--- src/rtl/instruction_fetch_stage_pkg.sv ---
// Shared types and defaults for the instruction fetch stage: IF/ID bundle, fetch FSM states,
// reset PC, sequential step and the bubble word.
package instruction_fetch_stage_pkg;

    localparam logic [31:0] DEF_RESET_PC = 32'h0000_0000;
    localparam logic [31:0] DEF_PC_STEP  = 32'd4;
    localparam logic [31:0] DEF_NOP_WORD = 32'h0000_0000;

    typedef struct packed {
        logic [31:0] pc;
        logic [31:0] instr;
        logic        valid;
    } if_id_t;

    typedef enum logic {
        BOOT = 1'b0,
        RUN  = 1'b1
    } fetch_state_e;

    // Redirect targets are byte addresses; fetches are always word aligned.
    function automatic logic [31:0] align_word(input logic [31:0] addr);
        return addr & ~32'h0000_0003;
    endfunction

endpackage

--- src/rtl/instruction_fetch_stage_if.sv ---
// Fetch-stage bus: hazard/branch controls, instruction memory port and IF/ID outputs.
// The statistics counters exist only when FETCH_STATS_EN is defined.
interface instruction_fetch_stage_if;
    logic        freeze;
    logic        branch_taken;
    logic [31:0] branch_addr;
    logic [31:0] imem_addr;
    logic [31:0] imem_data;
    logic [31:0] if_id_pc;
    logic [31:0] if_id_instr;
    logic        if_id_valid;
`ifdef FETCH_STATS_EN
    logic [31:0] fetch_count;
    logic [31:0] stall_count;

    modport master (
        input  freeze, branch_taken, branch_addr, imem_data,
        output imem_addr, if_id_pc, if_id_instr, if_id_valid, fetch_count, stall_count
    );
    modport slave (
        output freeze, branch_taken, branch_addr, imem_data,
        input  imem_addr, if_id_pc, if_id_instr, if_id_valid, fetch_count, stall_count
    );
`else
    modport master (
        input  freeze, branch_taken, branch_addr, imem_data,
        output imem_addr, if_id_pc, if_id_instr, if_id_valid
    );
    modport slave (
        output freeze, branch_taken, branch_addr, imem_data,
        input  imem_addr, if_id_pc, if_id_instr, if_id_valid
    );
`endif
endinterface

--- src/rtl/instruction_fetch_stage_if_id_reg.sv ---
// Generic pipeline register for an IF/ID-style bundle; flush beats hold, hold beats load.
module if_id_reg
    import instruction_fetch_stage_pkg::*;
#(
    parameter logic [31:0] NOP_WORD = DEF_NOP_WORD
) (
    input  logic   clk,
    input  logic   rst,
    input  logic   hold,
    input  logic   flush,
    input  if_id_t d,
    output if_id_t q
);

    localparam if_id_t BUBBLE = '{pc: 32'h0, instr: NOP_WORD, valid: 1'b0};

    if_id_t stage_q;
    if_id_t stage_d;

    always_comb begin
        stage_d = stage_q;
        if (flush) begin
            stage_d = BUBBLE;
        end else if (!hold) begin
            stage_d = d;
        end
    end

    always_ff @(posedge clk or negedge rst) begin
        if (!rst) begin
            stage_q <= BUBBLE;
        end else begin
            stage_q <= stage_d;
        end
    end

    assign q = stage_q;

endmodule

--- src/rtl/instruction_fetch_stage.sv ---
// Instruction fetch stage: owns the PC, presents it to a combinational instruction memory
// and captures the returned word into IF/ID. Optional counters under FETCH_STATS_EN.
module instruction_fetch_stage
    import instruction_fetch_stage_pkg::*;
#(
    parameter logic [31:0] RESET_PC = DEF_RESET_PC,
    parameter logic [31:0] PC_STEP  = DEF_PC_STEP,
    parameter logic [31:0] NOP_WORD = DEF_NOP_WORD
) (
    input  logic                          clk,
    input  logic                          rst,
    instruction_fetch_stage_if.master     bus
);

    fetch_state_e state_q;
    fetch_state_e state_d;
    logic [31:0]  pc_q;
    logic [31:0]  pc_d;
    logic         run;
    logic         flush;
    logic         hold;
    logic         load;
    if_id_t       if_id_d;
    if_id_t       if_id_q;

    // A redirect wins over a stall; BOOT ignores both and only inserts one bubble.
    assign run   = (state_q == RUN);
    assign flush = run && bus.branch_taken;
    assign hold  = !run || bus.freeze;
    assign load  = run && !bus.branch_taken && !bus.freeze;

    always_comb begin
        state_d = RUN;
        pc_d    = pc_q;
        if (flush) begin
            pc_d = align_word(bus.branch_addr);
        end else if (load) begin
            pc_d = pc_q + PC_STEP;
        end
        if_id_d = '{pc: pc_q + PC_STEP, instr: bus.imem_data, valid: 1'b1};
    end

    always_ff @(posedge clk or negedge rst) begin
        if (!rst) begin
            state_q <= BOOT;
            pc_q    <= RESET_PC;
        end else begin
            state_q <= state_d;
            pc_q    <= pc_d;
        end
    end

    if_id_reg #(
        .NOP_WORD (NOP_WORD)
    ) u_if_id_reg (
        .clk   (clk),
        .rst   (rst),
        .hold  (hold),
        .flush (flush),
        .d     (if_id_d),
        .q     (if_id_q)
    );

    assign bus.imem_addr   = pc_q;
    assign bus.if_id_pc    = if_id_q.pc;
    assign bus.if_id_instr = if_id_q.instr;
    assign bus.if_id_valid = if_id_q.valid;

`ifdef FETCH_STATS_EN
    logic [31:0] fetch_count_q;
    logic [31:0] fetch_count_d;
    logic [31:0] stall_count_q;
    logic [31:0] stall_count_d;

    always_comb begin
        fetch_count_d = fetch_count_q + (load ? 32'd1 : 32'd0);
        stall_count_d = stall_count_q + ((run && bus.freeze && !bus.branch_taken) ? 32'd1 : 32'd0);
    end

    always_ff @(posedge clk or negedge rst) begin
        if (!rst) begin
            fetch_count_q <= 32'd0;
            stall_count_q <= 32'd0;
        end else begin
            fetch_count_q <= fetch_count_d;
            stall_count_q <= stall_count_d;
        end
    end

    assign bus.fetch_count = fetch_count_q;
    assign bus.stall_count = stall_count_q;
`endif

endmodule

--- src/flat_wrapper.sv ---
// flat-port wrapper written by rule: the top's interface ports become plain ports
module instruction_fetch_stage_flat import instruction_fetch_stage_pkg::*;
#(
    parameter logic [31:0] RESET_PC = DEF_RESET_PC,
    parameter logic [31:0] PC_STEP  = DEF_PC_STEP,
    parameter logic [31:0] NOP_WORD = DEF_NOP_WORD
)
  (clk, rst, bus_freeze, bus_branch_taken, bus_branch_addr, bus_imem_data, bus_imem_addr, bus_if_id_pc, bus_if_id_instr, bus_if_id_valid);
  instruction_fetch_stage_if bus_i ();
  input  logic clk;
  input  logic rst;
  input wire logic [$bits(bus_i.freeze)-1:0] bus_freeze;
  input wire logic [$bits(bus_i.branch_taken)-1:0] bus_branch_taken;
  input wire logic [$bits(bus_i.branch_addr)-1:0] bus_branch_addr;
  input wire logic [$bits(bus_i.imem_data)-1:0] bus_imem_data;
  output wire logic [$bits(bus_i.imem_addr)-1:0] bus_imem_addr;
  output wire logic [$bits(bus_i.if_id_pc)-1:0] bus_if_id_pc;
  output wire logic [$bits(bus_i.if_id_instr)-1:0] bus_if_id_instr;
  output wire logic [$bits(bus_i.if_id_valid)-1:0] bus_if_id_valid;
  assign bus_i.freeze = bus_freeze;
  assign bus_i.branch_taken = bus_branch_taken;
  assign bus_i.branch_addr = bus_branch_addr;
  assign bus_i.imem_data = bus_imem_data;
  assign bus_imem_addr = bus_i.imem_addr;
  assign bus_if_id_pc = bus_i.if_id_pc;
  assign bus_if_id_instr = bus_i.if_id_instr;
  assign bus_if_id_valid = bus_i.if_id_valid;
  instruction_fetch_stage #(.RESET_PC(RESET_PC), .PC_STEP(PC_STEP), .NOP_WORD(NOP_WORD)) u_core (.clk(clk), .rst(rst), .bus(bus_i));
endmodule
--- config.mk ---
export PLATFORM = sky130hd
export DESIGN_NAME = instruction_fetch_stage_flat
export DESIGN_NICKNAME = d
export VERILOG_FILES = /design/src/rtl/instruction_fetch_stage_pkg.sv /design/src/rtl/instruction_fetch_stage_if.sv /design/src/rtl/instruction_fetch_stage_if_id_reg.sv /design/src/rtl/instruction_fetch_stage.sv /design/src/flat_wrapper.sv
export SDC_FILE = /design/constraint.sdc
export NUM_CORES = 1
export LEC_CHECK = 0
export ABC_AREA = 1
export CAP_MARGIN = 25
export CORE_MARGIN = 2
export CORE_UTILIZATION = 45
export CTS_CLUSTER_DIAMETER = 150
export CTS_CLUSTER_SIZE = 40
export DETAILED_ROUTE_END_ITERATION = 12
export GPL_TIMING_DRIVEN = 1
export HOLD_SLACK_MARGIN = 0.08
export PLACE_DENSITY_LB_ADDON = 0.15
export SYNTH_ARGS = -nofsm -noshare
export SYNTH_HDL_FRONTEND = slang
export SYNTH_SLANG_ARGS = --single-unit
export TNS_END_PERCENT = 5
--- constraint.sdc ---
create_clock -name clk -period 2.82 [get_ports clk]
set_input_delay 0.282 -clock clk [delete_from_list [all_inputs] [get_ports clk]]
set_output_delay 0.282 -clock clk [all_outputs]
set_load 0.01 [all_outputs]
# --- Word level (Yosys, flattened, before mapping) ---
# Cells that the tools add are included.
# Widths: inputs -> output; s select.
word_totals:
  regBits: 98
  latch_bits: 0
  ram_bits: 0
  mem_bits_ro: 0
  in_bits: 68
  out_inout_bits: 97
  wordCells: 19
  n_memories: 0
op_classes:
  n_addsub: 1
  multipliers: 0
  n_div: 0
  magnitude_cmp: 0
  n_eq_ne: 1
  shifts: 0
  muxes: 4
  bitwise: 0
  n_reduce_logical: 8
op_table:
  columns: ["cell", "n"]
  rows:
  - ["$mux 65", 2]
  - ["$mux 32", 2]
  - ["$add 32x3->32 const B", 1]
  - ["$logic_and 1x1->1", 3]
  - ["$logic_not 1->1", 3]
  - ["$ne 2x1->1 const B", 1]
  - ["$reduce_bool 2->1", 1]
  - ["$logic_or 1x1->1", 1]

# --- Depth between registers and ports, before layout ---
depth:
  ltp_word: 5
  ltp_mapped: 9
  mapped_depth_nobuf: 9

# --- Cells and area by module ---
# From an unflattened synthesis, not the netlist that was laid out.
hier_totals:
  hier_cells: 660
  hier_area_um2: 4958.5
modules_own_cells:
  columns: ["mod", "n_inst", "cells_each", "area_each_um2", "seq_area_each_um2"]
  rows:
  - ["if_id_reg", 1, 283, 2565.0, 1626.6]
  - ["instruction_fetch_stage", 1, 377, 2393.5, 775.7]

# --- Worst setup path before layout ---
# Ideal clock, no wire load.
synth_path:
  kind: "reg2reg"
  start: "reg u_core.pc_q[3] (netlist: u_core.bus.imem_addr[3])"
  end: "reg u_core.pc_q[24] (netlist: u_core.bus.imem_addr[24])"
  setup_time_ps: 119
  arrival_ps: 1301
  required_time_ps: 2701
  path_slack_ps: 1400
  path_stages_with_launch: 9
  n_path_buf: 0
  synth_period_minus_slack_ps: 1420
  path_cell_list: "dfrtp_1 > ha_1 > nand2_2 > nor2_4 > nand2_2 > nor2_1 > nand3_1 > nand3_1 > nand2_1"
synth_via:
  elab_chain_cells: 3
synth_rtl:
  columns: ["item", "line_no", "rtl"]
  rows:
  - ["from (decl)", "instruction_fetch_stage.sv:17", "logic [31:0] pc_q;"]
  - ["from (signal assigned)", "instruction_fetch_stage.sv:49", "pc_q <= pc_d;"]
  - ["$add 32x3->32", "instruction_fetch_stage.sv:38", "pc_d = pc_q + PC_STEP;"]
  - ["$mux 32", "instruction_fetch_stage.sv:37", "end else if (load) begin"]
  - ["$mux 32", "instruction_fetch_stage.sv:35", "if (flush) begin"]
# No other way between the ends. The select of a mux whose other input is x is not followed.
# A chain may end at the register's enable or synchronous reset.

# --- Worst setup path in the final report ---
layout_path:
  start: "reg u_core.pc_q[12] (netlist: u_core.bus.imem_addr[12])"
  end: "out bus_imem_addr[12]"
layout_lines:
  columns: ["item", "line_no", "rtl"]
  rows:
  - ["to (decl)", "flat_wrapper.sv:16", "output wire logic [$bits(bus_i.imem_addr)-1:0] bus_imem_addr;"]
# No word-level cell between the ends.

==> flow_summary.toml <==
[status]
outcome = "completed"

[yosys]
synth_cells = 532
post-synth-top-area-cell = "sky130_fd_sc_hd__dfrtp_1"
synthMostInstantiatedCell = "sky130_fd_sc_hd__nand2_1"
top_cells_by_area_synth = "sky130_fd_sc_hd__dfrtp_1, sky130_fd_sc_hd__nand2_1, sky130_fd_sc_hd__a22o_1"
synthFlopType = "sky130_fd_sc_hd__dfrtp_1"
synth_enable_flop_cells = 0
postSynthAreaPerCell_um2 = 8.39
ys_ff_latch = 95
synthDistinctLibCells = 25
synth.cell_area_um2 = 4460
synth.top_cell.area_share_pct = 53.3
synth_top_cells_by_count = "sky130_fd_sc_hd__nand2_1, sky130_fd_sc_hd__dfrtp_1, sky130_fd_sc_hd__nand3_1"
yosysWarnings = 0
share_of_flip_flops_with_an_asynchronous_set_or_reset_pct = 100
synth.yosys.seq_area_share_pct = 53.3

[cts]
cts_clk_pin_slew_worst_paths_ns = 0.09
cts.root.buffer_cell = "sky130_fd_sc_hd__clkbuf_8"
tritoncts_num_sinks = 95
cts_setup_buffers = 0
postCtsResizedCells = 0
tritoncts.num_buffers = 9
clock_path_buffers = 2
tritoncts = "done"
worst_skew_pair.late_latency_ns = 0.36
cts_htree_levels = 3

[die]
fp.dieW_um = 104
initial_core_util_pct = 46.1
core_area_um2 = 9680
standard_cell_rows = 36
die_area_um2 = 10700
io_pins = 165
chipHeight_um = 104

[min_path]
hold_path_class = "primary input to asynchronous set/reset pin"

[sta]
post-route-min-period_ns = 1.69
timing_max_transition_violations_final = 0
fin_setup_tns_ns = 0
final-setup-viol-count = 0
post-route-period-util_pct = 60.0
fmax_mhz = 591
finalHoldViolations = 0
final_critical_path_setup_slack_ns = 1.13
timing.slew.headroom_pct = 65.3
actual_slew_at_the_worst_max_slew_pin_ns = 0.521
grt_setup_unrepaired = "false"
timing.clock.skew_ns = 0.00941

[routing]
dr_iter_0_viols = 205
route.detailed.wl_per_inst_um = 14.2
finalWirelength_um = 11800
total_drc_errors_in_the_routed_layout = 0
antenna_violating_nets_post_route = 0
post_drt_via_cell_ratio = 4.91
dr.pass1.iters = 4
vias = 4064

[placed_design]
dp.cells = 811
detailed_placer_s_ending_hpwl_um = 8760
globalplace.congestion = 0.903
detailedPlace.worstSlack_ns = 0.785
portBuffers = 160

[grt]
grt_remaining_overflow = 0
antenna_violations_before_repair = 0
wire_length_of_the_first_global_routing_pass_um = 19300
largest_net_degree_at_the_start_of_global_routing = 57
total_routing_resource_utilization_after_global_routing_pct = 22.1
grt_pass1_vias = 3958

[setup_path]
crit_required_ns = 2.54
critical_path_class = "register to primary output"
endpoint_type_of_the_worst_setup_path = "primary output"
worst-path-max-fanout = 6
worst_path_largest_cell_delay_ns = 0.60
crit_arrival_ns = 1.41
start_kind = "register"
timing.critical_path.cells = "clkdlybuf4s50_1"
critPathBufInv = 1
crit_path_max_delay_cell_type = "sky130_fd_sc_hd__clkdlybuf4s50_1"
delay_heaviest_family_cp = "buffers and inverters"

[cells_and_area]
layout-area-overhead-vs-synth_pct = 43.2
diodes = 0
design.final.nets = 759
post_layout_nonfiller_instances = 828
drive_above_1_share_pct = 6.19

[flow_run]
max-cap-violations = 0

[power]
power_leakage_nw = 3.01
worst_ir_drop_vdd_uv = 266
power_per_cell_area_nw_per_um2 = 509
## cell families after synthesis
logic type,Yosys count,share of synthesized area (%)
and+or+nand+nor,302,29.1
DFF,95,53.3
buffers and inverters,66,6.28
AOI/OAI and AO/OA,64,10.5
xor gates and xnor gates,2,0.393
other,2,0.168
adders and majority gates,1,0.280
## metal layers
metal  wire length [µm]  vias to the layer above  GRT usage (%)
met1               5170                     1905           29.1
met3                905                       14           5.73
li1                   -                     2017              -
met4                169                        0           8.01
met2               5510                      128           35.5
met5                  0                        -              0
## timing repair
action / in CTS / in global routing
hold buffers: 1 / 0
hold endpoints to repair: 39 / 0
setup endpoints to repair: 0 / 0
## cell type report
| class | count | area (µm²) |
|---|---|---|
| fill | 827 | 3290 |
| sequential | 95 | 2380 |
| multi-input combinational | 372 | 1810 |
| timing repair buffer | 168 | 1690 |
| tap | 133 | 166 |
| inverter | 44 | 165 |
| clock buffer | 12 | 155 |
| clock inverter | 4 | 27.5 |
## cells in the final DEF, fill, tap and decap left out, types with 8 or more instances in the layout
cell	instances
sky130_fd_sc_hd__nand2_1	197
sky130_fd_sc_hd__clkdlybuf4s50_1	159
sky130_fd_sc_hd__dfrtp_1	95
sky130_fd_sc_hd__nand3_1	54
sky130_fd_sc_hd__inv_1	43
sky130_fd_sc_hd__a22o_1	32
sky130_fd_sc_hd__nor2_1	30
sky130_fd_sc_hd__o21ai_0	17
sky130_fd_sc_hd__clkbuf_8	11
sky130_fd_sc_hd__o21bai_1	8
## worst paths after layout
kind | startpoint | end | slack [ns] | cells after the start
worst max-delay path | u_core.bus.imem_addr[12]$_DFFE_PN0P_ | bus_imem_addr[12] | 1.13 | 1
worst min-delay path | rst | u_core.u_if_id_reg.q[0]$_DFFE_PN0P_ | 0.43 | 2
worst max register to register | u_core.bus.imem_addr[3]$_DFFE_PN0P_ | u_core.bus.imem_addr[24]$_DFFE_PN0P_ | 1.19 | 8
worst min register to register | u_core.u_if_id_reg.q[0]$_DFFE_PN0P_ | u_core.u_if_id_reg.q[0]$_DFFE_PN0P_ | 0.47 | 2
max in group asynchronous | rst | u_core.bus.imem_addr[13]$_DFFE_PN0P_ | 1.71 | 3
min in group clk | u_core.u_if_id_reg.q[0]$_DFFE_PN0P_ | u_core.u_if_id_reg.q[0]$_DFFE_PN0P_ | 0.47 | 2
## report_power, final
| group | internal [W] | switching, W | total, W |
|---|---|---|---|
| sequential | 0.00150 | 0.000133 | 0.00163 |
| combinational | 0.000429 | 0.000358 | 0.000787 |
| clock | 0.000373 | 0.000467 | 0.000840 |
| total | 0.00230 | 0.000958 | 0.00326 |
## flip-flops by register name, indices dropped and copies added, names as in the netlist
name / flops
u_core.u_if_id_reg.q: 64
u_core.bus.imem_addr: 30
u_core.run: 1
## stage by stage
step / instance area, µm² / power (W) / util, % / hold WS [ns]
after detailed placement: 6200 / 0.00244 / 64.0 / 0.297
after CTS: 6390 / 0.00329 / 66.0 / 0.454
final: 6390 / 0.00326 / 66.0 / 0.434
after floorplan: 4470 / 0.00196 / - / -0.0136
after global placement: 6200 / 0.00243 / 64.0 / 0.288
after global routing: 6390 / 0.00343 / 66.0 / 0.493
## worst register-to-register path, cell delays in order, from the launching register on
cell and delay (ns):
sky130_fd_sc_hd__dfrtp_1 0.41, sky130_fd_sc_hd__ha_1 0.20, sky130_fd_sc_hd__nand2_2 0.08, sky130_fd_sc_hd__nor2_4 0.19, sky130_fd_sc_hd__nand2_2 0.13, sky130_fd_sc_hd__nor2_1 0.23, sky130_fd_sc_hd__nand3_1 0.10, sky130_fd_sc_hd__nand3_1 0.12
sky130_fd_sc_hd__nand2_1 0.06
(Power assumes the default switching activity.)
